--- src/rtl/reg_wb_ctrl_pkg.sv ---
// Shared constants for the register-file write-back controller.
package reg_wb_ctrl_pkg;

  // Architectural PC register index (r15).
  localparam int REG_PC = 15;

  // Width of one byte lane for byte loads.
  localparam int BYTE_W = 8;

endpackage

--- src/rtl/reg_wb_ctrl_fifo.sv ---
// In-order write-back queue: push up to two entries per edge (d0 first, then d1),
// pop one. Exposes every entry in age order with a valid mask for the forwarding search.
module reg_wb_ctrl_fifo
  import reg_wb_ctrl_pkg::*;
#(
  parameter int DEPTH = 4,
  parameter int W     = 36
) (
  input  logic                     clk,
  input  logic                     reset,
  input  logic                     push0,
  input  logic                     push1,
  input  logic [W-1:0]             d0,
  input  logic [W-1:0]             d1,
  input  logic                     pop,
  output logic [$clog2(DEPTH):0]   count,
  output logic [W-1:0]             head,
  output logic [W-1:0]             ent_age [DEPTH],
  output logic [DEPTH-1:0]         vld_age
);

  localparam int PW = $clog2(DEPTH);
  localparam int CW = PW + 1;

  logic [W-1:0]  mem [DEPTH];
  logic [PW-1:0] wp, rp;

  // Entry storage; push1 is only ever asserted together with push0.
  always_ff @(posedge clk) begin
    if (push0) mem[wp] <= d0;
    if (push1) mem[wp + PW'(1)] <= d1;
  end

  // Pointers wrap naturally at DEPTH (power of two); top guarantees no over/underflow.
  always_ff @(posedge clk or posedge reset) begin
    if (reset) begin
      wp    <= '0;
      rp    <= '0;
      count <= '0;
    end else begin
      wp    <= wp + PW'(push0) + PW'(push1);
      rp    <= rp + PW'(pop);
      count <= count + CW'(push0) + CW'(push1) - CW'(pop);
    end
  end

  assign head = mem[rp];

  // Rotate storage into oldest-first order for the forwarding search.
  always_comb begin
    for (int i = 0; i < DEPTH; i++) begin
      ent_age[i] = mem[rp + PW'(i)];
      vld_age[i] = CW'(i) < count;
    end
  end

endmodule

--- src/rtl/reg_wb_ctrl.sv ---
// Write-back controller: queues ALU and load results in program order and drains
// one register-file write per cycle. Provides operand forwarding and PC-write-pending.
// Optional feature macro: WB_LDRB_EN (byte-load lane extraction on the mem path).
module reg_wb_ctrl
  import reg_wb_ctrl_pkg::*;
#(
  parameter int DEPTH = 4,
  parameter int DW    = 32,
  parameter int AW    = 4
) (
  input  logic                   clk,
  input  logic                   reset,
  input  logic                   alu_valid,
  output logic                   alu_ready,
  input  logic [AW-1:0]          alu_addr,
  input  logic [DW-1:0]          alu_data,
  input  logic                   mem_valid,
  output logic                   mem_ready,
  input  logic [AW-1:0]          mem_addr,
  input  logic [DW-1:0]          mem_data,
  input  logic                   mem_byte,
  input  logic [1:0]             mem_boff,
  input  logic                   wb_stall,
  output logic                   we,
  output logic [AW-1:0]          wa,
  output logic [DW-1:0]          wd,
  input  logic [AW-1:0]          rd1_addr,
  input  logic [AW-1:0]          rd2_addr,
  output logic                   fwd1_hit,
  output logic [DW-1:0]          fwd1_data,
  output logic                   fwd2_hit,
  output logic [DW-1:0]          fwd2_data,
  output logic                   pc_pending,
  output logic [$clog2(DEPTH):0] count
);

  localparam int EW = AW + DW;
  localparam int CW = $clog2(DEPTH) + 1;

  logic          pop;
  logic [CW:0]   free;
  logic          mem_acc, alu_acc, push0, push1;
  logic [DW-1:0] mem_wdata;
  logic [EW-1:0] d0, d1, head;
  logic [EW-1:0] ent_age [DEPTH];
  logic [DEPTH-1:0] vld_age;

  assign pop  = (count != '0) && !wb_stall;
  // A slot drained this edge is reusable this edge.
  assign free = (CW+1)'(DEPTH) - {1'b0, count} + (CW+1)'(pop);

  // Load is older than a same-cycle ALU result, so it claims the last slot.
  assign mem_ready = (free != '0);
  assign alu_ready = (free > (CW+1)'(1)) | (mem_ready & !mem_valid);

`ifdef WB_LDRB_EN
  logic [BYTE_W-1:0] lane;

  // Byte lane 0 is the most significant byte of the word.
  always_comb begin
    case (mem_boff)
      2'd0:    lane = mem_data[DW-1  -: BYTE_W];
      2'd1:    lane = mem_data[DW-9  -: BYTE_W];
      2'd2:    lane = mem_data[DW-17 -: BYTE_W];
      default: lane = mem_data[DW-25 -: BYTE_W];
    endcase
  end

  assign mem_wdata = mem_byte ? {{(DW-BYTE_W){1'b0}}, lane} : mem_data;
`else
  logic unused_ldrb;
  assign unused_ldrb = ^{mem_byte, mem_boff};
  assign mem_wdata   = mem_data;
`endif

  assign mem_acc = mem_valid & mem_ready;
  assign alu_acc = alu_valid & alu_ready;
  assign push0   = mem_acc | alu_acc;
  assign push1   = mem_acc & alu_acc;
  assign d0      = mem_acc ? {mem_addr, mem_wdata} : {alu_addr, alu_data};
  assign d1      = {alu_addr, alu_data};

  reg_wb_ctrl_fifo #(.DEPTH(DEPTH), .W(EW)) u_fifo (
    .clk     (clk),
    .reset   (reset),
    .push0   (push0),
    .push1   (push1),
    .d0      (d0),
    .d1      (d1),
    .pop     (pop),
    .count   (count),
    .head    (head),
    .ent_age (ent_age),
    .vld_age (vld_age)
  );

  // Register-file write port: load the queue head whenever draining.
  always_ff @(posedge clk or posedge reset) begin
    if (reset) begin
      we <= 1'b0;
      wa <= '0;
      wd <= '0;
    end else begin
      we <= pop;
      if (pop) {wa, wd} <= head;
    end
  end

  // Forwarding: output reg is oldest, then queue oldest->youngest; last match wins.
  always_comb begin
    fwd1_hit   = we && (wa == rd1_addr);
    fwd1_data  = fwd1_hit ? wd : '0;
    fwd2_hit   = we && (wa == rd2_addr);
    fwd2_data  = fwd2_hit ? wd : '0;
    pc_pending = we && (wa == AW'(REG_PC));
    for (int i = 0; i < DEPTH; i++) begin
      if (vld_age[i]) begin
        if (ent_age[i][EW-1 -: AW] == rd1_addr) begin
          fwd1_hit  = 1'b1;
          fwd1_data = ent_age[i][DW-1:0];
        end
        if (ent_age[i][EW-1 -: AW] == rd2_addr) begin
          fwd2_hit  = 1'b1;
          fwd2_data = ent_age[i][DW-1:0];
        end
        if (ent_age[i][EW-1 -: AW] == AW'(REG_PC)) pc_pending = 1'b1;
      end
    end
  end

endmodule

--- config.mk ---
export PLATFORM = sky130hd
export DESIGN_NAME = reg_wb_ctrl
export DESIGN_NICKNAME = d
export VERILOG_FILES = /design/src/rtl/reg_wb_ctrl_pkg.sv /design/src/rtl/reg_wb_ctrl_fifo.sv /design/src/rtl/reg_wb_ctrl.sv
export SDC_FILE = /design/constraint.sdc
export NUM_CORES = 1
export LEC_CHECK = 0
export CAP_MARGIN = 10
export CORE_ASPECT_RATIO = 0.5
export CORE_MARGIN = 1
export CORE_UTILIZATION = 58
export DETAILED_ROUTE_END_ITERATION = 6
export MAX_ROUTING_LAYER = met4
export PLACE_DENSITY = 0.82
export REMOVE_ABC_BUFFERS = 1
export SYNTH_ARGS = -nofsm -noshare
export SYNTH_HDL_FRONTEND = slang
export SYNTH_HIERARCHICAL = 1
export SYNTH_SLANG_ARGS = --single-unit
--- constraint.sdc ---
create_clock -name clk -period 6.7 [get_ports clk]
set_input_delay 0.67 -clock clk [delete_from_list [all_inputs] [get_ports clk]]
set_output_delay 0.67 -clock clk [all_outputs]
set_load 0.005 [all_outputs]
==> flow_summary.ini <==
[power]
pwr_density_cell_nw_per_um2 = 577
ir_worst_vdd_uv = 281
power_mw = 10.5
power_leakage_nw = 6.07

[status]
violations = DRC
status = finished with violations

[critical_path]
path_cells = mux4_2, xor2_1, nor3_1, and2_1, buf_4, a221oi_1, o311ai_0, clkdlybuf4s50_1
slowest_delay_ns = 1.00
path_class = flop to output port
slowest_stage = and2_1
r2r-end = u_fifo/mem[1][12]
critPathRequiredTime_ns = 6.03
reg2reg_from = u_fifo/count[2]
crit_fanout = 51
r2r_setup_slack_ns = 2.50
critPathLaunchType = flop
cp-endpoint = fwd2_data[27]
arrival_ns = 5.34
endpoint_kind = output port
crit_path_start = u_fifo/rp[1]
reg2reg_depth = 12

[finish]
fill_cells = 1756
fin_nets = 1478
multi_input_area_um2 = 9320
syn_to_final_growth_pct = 14.6
diodes = 0
stdcell_area_um2 = 18200
drive_gt1_share_pct = 31.9
register_area_um2 = 5430

[timing]
slew_headroom_pct = 16.2
finalMaxSlewViolations = 0
min_period_over_period_pct = 89.8
fin_crit_ns = 6.01
fmax_mhz = 166
finClkSkew_ns = 0.0107
setup_slack_ns = 0.686
setup_viol = 0
tightest_slew_ns = 1.26
hold_violations = 0
rsz0062_at_grt = no

[place]
dpl-instance-area_um2 = 17600
place_hpwl_um = 30900
portBuffers = 193
gp_congestion = 0.908
dp_worst_setup_slack_ns = 1.29

[detailed_routing]
viasPerCell = 7.81
drc = 1
ant_nets = 0
vias = 13630
drtPass1Iterations = 7
routedWlPerCell_um = 29.7
totalWireLength_um = 51900
drt_iter0_markers = 2430

[grt]
antenna_found_initial = 0
grt_pass1_vias = 13609
gr-total-overflow = 0
grt_max_degree = 58
grt_first_pass_wirelength_um = 77800
grt_usage_pct = 37.9

[logic_synthesis]
synthCells = 1305
ys_ff_latch = 188
ys_warn_count = 6
ys_async_sr_fraction_pct = 23.4
synth_edf_count = 144
synthFlopType = edfxtp_1
seq_area_frac_synth_pct = 34.2
synth_cell_types = 50
synth.cell_area_um2 = 15900
avgSynthCellArea_um2 = 12.1

[cts]
cts_tree = yes
cts.repair.resized = 0
cts_buffer_depth = 2
clk_root_buffer_cell = clkbuf_16
cts_buffers = 17
clk_latency_ns = 0.46
clock-sinks = 188
cts_hold_buf = 0
clkTransAtPathRegs_ns = 0.07
cts_setup_buffers = 0
htreeDepth = 4

[floorplan]
pin_count = 197
die_w_um = 236
rows = 42
dieArea_um2 = 28000
initial_core_util_pct = 59.5
core-area_um2 = 26600
die_h_um = 119

[hold_path]
hp-class = input port to async pin

[flow_run]
drv_cap = 0
[Yosys cell counts (2+ instances only)]
cell,number,area share [%]
a21oi_1,2,0.063
a221oi_1,32,1.8
a222oi_1,2,0.13
a31oi_1,33,1.3
a32oi_1,32,1.8
and2_1,4,0.16
and3_1,5,0.20
buf_1,4,0.095
buf_12,3,0.38
buf_2,40,1.3
buf_4,51,2.4
buf_6,16,1.1
clkbuf_1,56,1.3
dfrtp_1,44,6.9
edfxtp_1,144,27
fa_1,3,0.38
ha_1,6,0.47
inv_1,50,1.2
mux2_1,3,0.21
mux2_2,176,12
mux2_4,35,3.3
mux4_2,144,20
nand2_1,138,3.3
nand3_1,41,1.3
nand3b_1,2,0.095
nand4_1,2,0.079
nor2_1,40,0.95
nor3_1,36,1.1
nor3b_1,32,1.5
o21ai_0,8,0.25
o22ai_1,2,0.079
o311ai_0,51,2.8
o311ai_1,13,0.72
or2_2,4,0.16
xnor2_1,16,0.88
xor2_1,21,1.2
[worst min-delay path by stage]
| stage | end | slack [ns] | cells after the start |
|---|---|---|---|
| after floorplan | u_fifo/count[0] | 0.47 | 1 |
| after global placement | wd[16] | 0.55 | 1 |
| after detailed placement | wd[13] | 0.55 | 1 |
| after CTS | u_fifo/count[1] | 0.55 | 2 |
| after global routing | u_fifo/count[1] | 0.56 | 2 |
| final | u_fifo/count[1] | 0.56 | 2 |
[metrics by stage]
step                      setup TNS [ns]  hold slack [ns]  util (%)  instances
after floorplan                  -204.18            0.473         -       1135
after global placement                 0            0.550      66.0       1714
after detailed placement               0            0.554      66.0       1714
after CTS                              0            0.554      68.2       1746
after global routing                   0            0.557      68.2       1746
final                                  0            0.556      68.2       1746
[critical path, delay by kind of cell, from the launching register on]
| kind | cells | cell delay [ns] |
|---|---|---|
| AO/OA/AOI/OAI | 2 | 0.69 |
| buffers and inverters | 2 | 0.99 |
| multiplexers | 1 | 0.68 |
| AND/OR/NAND/NOR | 2 | 1.37 |
| XOR/XNOR | 1 | 0.19 |
| flip-flops | 1 | 0.95 |
[flip-flops by register name (all words and copies together), names as in the netlist]
signal / count
u_fifo/wp: 2
wd: 32
wa: 4
u_fifo/count: 3
u_fifo/mem: 144
we: 1
u_fifo/rp: 2
[cell families after synthesis]
kind of cell,share of synthesized area (%)
muxes,36.5
and+or+nand+nor,9.46
buffers and inverters,7.82
DFF,34.2
AOI/OAI and AO/OA,9.06
xor gates and xnor gates,2.04
adders and majority gates,0.852
[metal layers]
| layer | vias to the layer above | GRT usage, % | wire (um) |
|---|---|---|---|
| met5 | - | - | 0 |
| met4 | 0 | 21.9 | 3320 |
| met3 | 399 | 9.71 | 7370 |
| met2 | 1309 | 57.3 | 23400 |
| met1 | 6609 | 46.5 | 17700 |
| li1 | 5313 | - | - |
[cell usage in the layout, fill, tap and decap left out, types with 3 or more instances in the layout]
cell type        count
clkinv_2             3
o21ai_0              6
clkbuf_16           17
fa_1                 3
edfxtp_1           144
or2_2                4
a31oi_1             33
and3_1               5
nand3_1             40
inv_1               49
nand2_1            138
mux2_1               3
mux2_4              35
nor3_1              36
a221oi_1            32
xnor2_1             16
a32oi_1             32
o311ai_0            51
nor2_1              36
buf_4               32
inv_6                5
mux4_2             144
and2_1               4
o311ai_1            13
ha_1                 6
nor3b_1             32
mux2_2             176
dfrtp_1             42
nor2_4               4
xor2_1              20
clkdlybuf4s50_1    193
[layout make-up]
| cell class | instances | share of cell area, % |
|---|---|---|
| Clock inverter | 13 | 0.758 |
| Inverter | 51 | 1.05 |
| Multi-Input combinational cell | 896 | 51.3 |
| Sequential cell | 188 | 29.9 |
| Timing Repair Buffer | 227 | 12.2 |
| Tap cell | 352 | 2.42 |
| Clock buffer | 19 | 2.38 |
[report_power, final]
group / switching (mW) / internal [mW] / total [mW]
Combinational: 3.53 / 3.37 / 6.90
Sequential: 0.620 / 1.91 / 2.53
Clock: 0.492 / 0.553 / 1.04
Total: 4.64 / 5.84 / 10.5
(Power assumes the default switching activity.)
